$ cat src/rtl/key_scan_ctrl.sv
// Keypad front end: 2-flop synchroniser, priority encoder (key 9 highest),
// press/release debounce FSM and a single-entry valid/ready event register.
module key_scan_ctrl #(
  parameter int unsigned DEBOUNCE_CYC = 20,
  parameter int unsigned CNT_W        = 16
) (
  input  logic        clk,
  input  logic        rst,
  input  logic [9:0]  S_n,
  output logic [3:0]  key_code,
  output logic        key_valid,
  input  logic        key_ready,
  output logic        key_down,
  output logic        overrun,
  input  logic        clr_overrun
);

  typedef enum logic [1:0] {
    IDLE,
    DB_PRESS,
    PRESSED,
    DB_RELEASE
  } state_e;

  localparam logic [CNT_W-1:0] CNT_LAST = CNT_W'(DEBOUNCE_CYC - 1);
  localparam logic [CNT_W-1:0] CNT_ONE  = CNT_W'(1);

  state_e           state_q, state_d;
  logic [9:0]       s_meta_q, s_sync_q;
  logic [CNT_W-1:0] cnt_q, cnt_d;
  logic [3:0]       cand_q, cand_d;
  logic [3:0]       code_q, code_d;
  logic             valid_q, valid_d;
  logic             down_q, down_d;
  logic             ovr_q, ovr_d;

  logic [3:0]       code;
  logic             any;
  logic             fire;
  logic             accept;
  logic             ovr_set;

  // Ascending scan so the highest pressed index overwrites lower ones.
  always_comb begin
    code = '0;
    for (int unsigned i = 0; i < 10; i++) begin
      if (!s_sync_q[i]) code = 4'(i);
    end
    any = ~&s_sync_q;
  end

  always_comb begin
    state_d = state_q;
    cnt_d   = cnt_q;
    cand_d  = cand_q;
    down_d  = down_q;
    fire    = 1'b0;
    unique case (state_q)
      IDLE: begin
        if (any) begin
          cand_d  = code;
          cnt_d   = '0;
          state_d = DB_PRESS;
        end
      end
      DB_PRESS: begin
        if (!any) begin
          state_d = IDLE;
        end else if (code != cand_q) begin
          cand_d = code;
          cnt_d  = '0;
        end else if (cnt_q == CNT_LAST) begin
          state_d = PRESSED;
          down_d  = 1'b1;
          fire    = 1'b1;
        end else begin
          cnt_d = cnt_q + CNT_ONE;
        end
      end
      PRESSED: begin
        if (!any || code != cand_q) begin
          cnt_d   = '0;
          state_d = DB_RELEASE;
        end
      end
      DB_RELEASE: begin
        // Any other key here is treated as a release; it is picked up from IDLE.
        if (any && code == cand_q) begin
          state_d = PRESSED;
        end else if (cnt_q == CNT_LAST) begin
          state_d = IDLE;
          down_d  = 1'b0;
        end else begin
          cnt_d = cnt_q + CNT_ONE;
        end
      end
      default: state_d = IDLE;
    endcase
  end

  always_comb begin
    accept  = valid_q & key_ready;
    valid_d = valid_q;
    code_d  = code_q;
    ovr_set = 1'b0;
    if (accept) valid_d = 1'b0;
    // A consumer pop on the same edge frees the slot for the new event.
    if (fire) begin
      if (!valid_q || accept) begin
        code_d  = cand_q;
        valid_d = 1'b1;
      end else begin
        ovr_set = 1'b1;
      end
    end
    if (ovr_set)          ovr_d = 1'b1;
    else if (clr_overrun) ovr_d = 1'b0;
    else                  ovr_d = ovr_q;
  end

  always_ff @(posedge clk or posedge rst) begin
    if (rst) begin
      s_meta_q <= '1;
      s_sync_q <= '1;
      state_q  <= IDLE;
      cnt_q    <= '0;
      cand_q   <= '0;
      code_q   <= '0;
      valid_q  <= 1'b0;
      down_q   <= 1'b0;
      ovr_q    <= 1'b0;
    end else begin
      s_meta_q <= S_n;
      s_sync_q <= s_meta_q;
      state_q  <= state_d;
      cnt_q    <= cnt_d;
      cand_q   <= cand_d;
      code_q   <= code_d;
      valid_q  <= valid_d;
      down_q   <= down_d;
      ovr_q    <= ovr_d;
    end
  end

  assign key_code  = code_q;
  assign key_valid = valid_q;
  assign key_down  = down_q;
  assign overrun   = ovr_q;

endmodule

$ cat config.mk
export PLATFORM = sky130hd
export DESIGN_NAME = key_scan_ctrl
export DESIGN_NICKNAME = d
export VERILOG_FILES = /design/src/rtl/key_scan_ctrl.sv
export SDC_FILE = /design/constraint.sdc
export NUM_CORES = 1
export LEC_CHECK = 0
export ABC_CLOCK_PERIOD_IN_PS = 4400
export CAP_MARGIN = 20
export CORE_MARGIN = 2
export CORE_UTILIZATION = 60
export DETAILED_ROUTE_END_ITERATION = 6
export GPL_ROUTABILITY_DRIVEN = 1
export PLACE_DENSITY = 0.82
export SYNTH_ARGS = -nofsm -noshare
export SYNTH_HDL_FRONTEND = slang
export SYNTH_SLANG_ARGS = --single-unit
$ cat constraint.sdc
create_clock -name clk -period 4.4 [get_ports clk]
set_clock_uncertainty 0.1 [all_clocks]
set_input_delay 0.66 -clock clk [delete_from_list [all_inputs] [get_ports clk]]
set_output_delay 0.66 -clock clk [all_outputs]
set_load 0.1 [all_outputs]
==> flow_summary.json, run 1 <==
{
  "fillers": 329,
  "outcome": "finished clean",
  "crit_path_start_kind": "flop",
  "first_pass_iters": 5,
  "cts_resized": 0,
  "grt_usage": 0.243,
  "clock-root-buffer": "clkbuf_8",
  "synth_most_common_cell": "dfrtp_1",
  "ys.flop_type": "dfrtp_1",
  "dp.cells": 308,
  "r2r_end": "cand_q[3]",
  "power_leakage_nw": 1.11,
  "cts_tree": "done",
  "post-route-drc-count": 0,
  "grt_pass1_vias": 1838,
  "final_antenna_net_count": 0,
  "finalMaxSlewViolations": 0,
  "synth-compound-area-share": 0.192,
  "via_count": 2074,
  "nets": 280,
  "finalSetupViolCount": 0,
  "r2r_cells": 6,
  "fmax_ghz": 0.359,
  "io_buffers": 20,
  "fin_crit_ps": 2790,
  "io_pins": 21,
  "clkTransAtPathRegs_ps": 100,
  "synthTopCellsByArea": "dfrtp_1 29%, dfstp_2 21%, mux2_2 4.0%",
  "clk_latency_ps": 300,
  "rr_startpoint": "s_sync_q[9]",
  "setup_tns_ps": 0,
  "synth-xor-area-share": 0.00692,
  "synth_edf_count": 0,
  "tightest_slew_ps": 970,
  "core_area_mm2": 0.00403,
  "synthMuxAreaShare": 0.0400,
  "max_cap_violations": 0,
  "synth_seq_area_share": 0.494,
  "syn_inst": 246,
  "period_share": 0.634,
  "antenna_found_initial": 0,
  "synth_nets": 261,
  "hold_viol": 0,
  "synth.distinct_cells": 53,
  "cts_buffer_depth": 2,
  "synthAdderAreaFrac": 0.00494,
  "wirelength_um": 5270,
  "hold_path_depth": 0,
  "post_synth_and_or_nand_nor_area_fraction": 0.218,
  "grt_pass1_wl_um": 8470,
  "yosysTopAreaCellShare": 0.287,
  "critPathRequiredTime_ps": 4490,
  "arrival_ps": 2880,
  "post_drt_wl_per_cell_um": 16.7,
  "dp_hpwl_um": 3750,
  "relSlewSlack": 0.352,
  "worstPathMaxFanout": 11,
  "drive_gt1_frac": 0.229,
  "rsz0062_at_grt": "false",
  "postCtsSetupBuffers": 0,
  "hold_class": "reg2reg",
  "cts_made_buffers": 5,
  "synth_top_family_by_area": "simple AND/OR/NAND/NOR gates",
  "gp_congestion": 0.908,
  "dieWidth_um": 69.0,
  "synth_warnings": 0,
  "start_util": 0.629,
  "vias_per_cell": 6.56,
  "clock-sinks": 49,
  "cts_hold_buf": 0,
  "r2r_slack_ps": 1610,
  "min_from": "s_meta_q[1]",
  "cellPowerDensity_mw_per_mm2": 311,
  "syn_avg_cell_area_um2": 10.3,
  "area_delta_synth_final_pct": 13.1,
  "overflow": 0,
  "htree_levels": 2,
  "holdWs_ps": 256,
  "critPathCaptureType": "flop",
  "worstSetupPathType": "reg2reg",
  "synth_top_area_cell": "dfrtp_1",
  "ir_drop_v": 0.000208,
  "synth_common_cells": "29 x dfrtp_1, 20 x dfstp_2, 18 x nor2_1",
  "antenna_cells": 0,
  "rows": 23,
  "first_iter_violations": 218,
  "final-instance-count-excl-fill": 316,
  "synth-seq-cells": 49,
  "syn_area_mm2": 0.00253,
  "die-area_mm2": 0.00476,
  "async_reset_ff_frac": 1.00,
  "grt_start_max_net_pins": 50,
  "holdPathEnd": "s_sync_q[1]",
  "die_y_um": 69.0
}
## cell type report
type	instances	area [µm²]	area share
clock buffers	6	82.6	0.0288
repair buffers	24	230	0.0804
well taps	50	62.6	0.0218
multi-input cells	171	1170	0.408
flip-flops and latches	49	1250	0.437
inverters	14	52.6	0.0183
clock inverters	2	15.0	0.00524
## how the worst max path moves through the flow
stage / from / to / slack (ps) / cells after the start
2_1_floorplan: s_sync_q[5] / key_code[0] / 1990 / 7
3_3_place_gp: s_sync_q[4] / cnt_q[5] / 1680 / 7
3_5_place_dp: s_sync_q[9] / cand_q[3] / 1640 / 6
4_1_cts: s_sync_q[9] / cand_q[3] / 1620 / 6
5_1_grt: s_sync_q[4] / cand_q[3] / 1390 / 6
6_report: s_sync_q[9] / cand_q[3] / 1610 / 6
## kinds of logic after synthesis
| logic type | Yosys count |
|---|---|
| adders and majority gates | 1 |
| and+or+nand+nor | 98 |
| xor gates and xnor gates | 2 |
| AOI/OAI and AO/OA | 61 |
| DFF | 49 |
| buffers and inverters | 26 |
| muxes | 9 |
## critical path, stage by stage, from the launching register on
cell and delay, ps:
dfstp_2 590, mux2_2 340, nand3_1 110, o41a_1 530, nor3_4 130, nor3_1 460, mux2_2 410
## sequential cells by signal, summed over array words and instances, names as in the netlist
register   flops
cnt_q         16
key_down       1
cand_q         4
key_valid      1
state_q        2
key_code       4
s_meta_q      10
overrun        1
s_sync_q      10
## cell usage in the layout (no fill, tap or decap), types with 3 or more instances in the layout
cell,synthesis,routed
a31oi_1,8,8
inv_1,13,12
dfrtp_1,29,29
a22o_1,7,7
nand2_1,17,17
a32oi_1,7,7
nor4_1,12,12
buf_4,1,4
clkbuf_8,0,6
nor2_1,18,18
mux2_2,9,9
a31o_2,7,7
o32ai_1,3,3
and2_1,4,4
o21ai_0,10,10
nand3_1,13,13
nor3_1,9,9
dfstp_2,20,20
o211ai_1,5,5
clkdlybuf4s50_1,0,20
nand4_1,7,7
## metrics by stage
step / power (mW) / area, µm² / util / setup WS [ps]
detailed placement: 0.619 / 2770 / 0.687 / 1640
global placement: 0.613 / 2770 / 0.687 / 1680
finish: 0.890 / 2860 / 0.711 / 1610
global route: 0.929 / 2860 / 0.711 / 1390
floorplan: 0.586 / 2530 / - / 1990
CTS: 0.898 / 2860 / 0.711 / 1620
## report_power, final
part | leakage (nW) | internal, mW | switching (mW)
Combinational | 0.459 | 0.0489 | 0.0709
Sequential | 0.601 | 0.474 | 0.0175
Clock | 0.0521 | 0.130 | 0.149
Total | 1.11 | 0.653 | 0.238
## layer usage
metal,track usage,routed length [µm]
met1,0.332,2390
met5,0,0
met4,0.0613,54
met3,0.0568,366
met2,0.391,2450
Power figures use the tool's default switching activity.
==> run 2, diff against run 1 <==
ABC_CLOCK_PERIOD_IN_PS = 2500   (was 4400)
CORE_UTILIZATION = 52   (was 60)
PLACE_DENSITY = 0.76   (was 0.82)
clock period = 2.5 ns   (was 4.4 ns; I/O delays follow)
==> flow_summary.json, run 2 (synthesis results as in run 1) <==
{
  "outcome": "finished clean",
  "fin_ws_ps": 48.8,
  "finalSetupViolCount": 0,
  "fillers": 363,
  "crit_slowest_cell": "dfstp_2",
  "first_pass_iters": 5,
  "arrival_ps": 2560,
  "worstPathMaxFanout": 7,
  "clk_latency_ps": 310,
  "setup_tns_ps": 0,
  "layout_commonest_cell": "dfrtp_1",
  "fmax_ghz": 0.408,
  "die-area_mm2": 0.00544,
  "pwr-share-comb": 0.169,
  "p_seq_frac": 0.524,
  "clkTransAtPathRegs_ps": 100,
  "grt_pass1_wl_um": 9050,
  "io_buffers": 20,
  "overflow": 0,
  "grt_pass1_vias": 1894,
  "htree_levels": 2,
  "crit_path_start_kind": "flop",
  "via_count": 2163,
  "placed_area_mm2": 0.00290,
  "holdWs_ps": 260,
  "start_util": 0.536,
  "r2r_cells": 7,
  "r2r_slack_ps": 50,
  "gp_congestion": 0.881,
  "p_switching_uw": 473,
  "r2r_end": "state_q[0]",
  "antenna_found_initial": 0,
  "power_leakage_nw": 1.24,
  "relSlewSlack": 0.660,
  "critPathCaptureType": "flop",
  "post-route-util": 0.655,
  "place_ws_ps": -10.4,
  "final-instance-count-excl-fill": 351,
  "hold_path_depth": 0,
  "cts_hold_buf": 0,
  "power.internal_mw": 1.18,
  "post-route-drc-count": 0,
  "wirelength_um": 5550,
  "cts_made_buffers": 5,
  "min_from": "s_meta_q[4]",
  "cellPowerDensity_mw_per_mm2": 533,
  "max_cap_violations": 0,
  "vias_per_cell": 6.16,
  "crit_chain": "nand4_1, xor2_1, o41a_1, buf_6, o31ai_2, a32oi_1, and2_1",
  "cts_buffer_depth": 2,
  "hold_class": "reg2reg",
  "io_pins": 21,
  "core_area_mm2": 0.00472,
  "cts_tree": "done",
  "ir_drop_v": 0.000439,
  "p_sw_frac": 0.287,
  "cp.buffers_inverters": 1,
  "rr_startpoint": "s_sync_q[6]",
  "dp_hpwl_um": 3790,
  "final_antenna_net_count": 0,
  "worstSetupPathType": "reg2reg",
  "grt_usage": 0.214,
  "area_delta_synth_final_pct": 22.1,
  "critPathRequiredTime_ps": 2610,
  "power_mw": 1.65,
  "tightest_slew_ps": 510,
  "top_regs": "cnt_q x16, s_meta_q x10, s_sync_q x10",
  "first_iter_violations": 256,
  "antenna_cells": 0,
  "rows": 25,
  "hold_viol": 0,
  "dp.cells": 341,
  "clock-root-buffer": "clkbuf_8",
  "stdcell_area_mm2": 0.00309,
  "final_cell_mix": "29 x dfrtp_1, 26 x buf_4, 20 x dfstp_2",
  "cpPeakStageDelay_ps": 580,
  "clock-sinks": 49,
  "fin_crit_ps": 2450,
  "holdPathEnd": "s_sync_q[4]",
  "crit_family": "compound AO/OA/AOI/OAI gates",
  "finalMaxSlewViolations": 0,
  "die_y_um": 73.8,
  "top_register": "cnt_q",
  "drive_gt1_frac": 0.327,
  "period_share": 0.980,
  "post_drt_wl_per_cell_um": 15.8,
  "dieWidth_um": 73.8,
  "rsz0062_at_grt": "true",
  "largest_reg_flops": 16,
  "clockPowerShare": 0.307,
  "grt_start_max_net_pins": 29,
  "nets": 298
}
## run 2: how the worst max path moves through the flow
stage | from | cells past startpoint | slack, ps | to
2_1_floorplan | s_sync_q[5] | 7 | 90 | key_code[0]
4_1_cts | s_sync_q[6] | 8 | 4 | state_q[0]
6_report | s_sync_q[6] | 7 | 50 | state_q[0]
3_3_place_gp | s_sync_q[3] | 8 | 30 | cnt_q[10]
3_5_place_dp | s_sync_q[6] | 8 | -10 | cand_q[0]
5_1_grt | s_sync_q[8] | 9 | -30 | cnt_q[10]
## run 2: power groups by stage
stage,Combinational [mW],Sequential [mW],Clock (mW)
final,0.278,0.865,0.506
after floorplan,0.155,0.876,0
after global placement,0.244,0.875,0
after global routing,0.301,0.869,0.550
after detailed placement,0.248,0.876,0
after CTS,0.253,0.862,0.512
## run 2: cell type report
class / instances / area (µm²) / area share
inverters: 14 / 52.6 / 0.0170
multi-input cells: 171 / 1240 / 0.401
well taps: 67 / 83.8 / 0.0271
flip-flops and latches: 49 / 1250 / 0.405
clock buffers: 5 / 68.8 / 0.0222
clock inverters: 3 / 28.8 / 0.00930
repair buffers: 42 / 368 / 0.119
## run 2: what timing repair did
action / CTS / global route
gates resized for setup: 2 / 13
buffers inserted: 0 / 2
pin swaps: 0 / 5
endpoints found under the setup margin: 10 / 20
## run 2: layer usage
metal,part of all wire,wire (µm),global-route usage
met2,0.46,2550,0.301
met1,0.45,2520,0.325
met4,0.017,96,0.0707
met3,0.070,391,0.0466
met5,0,0,0
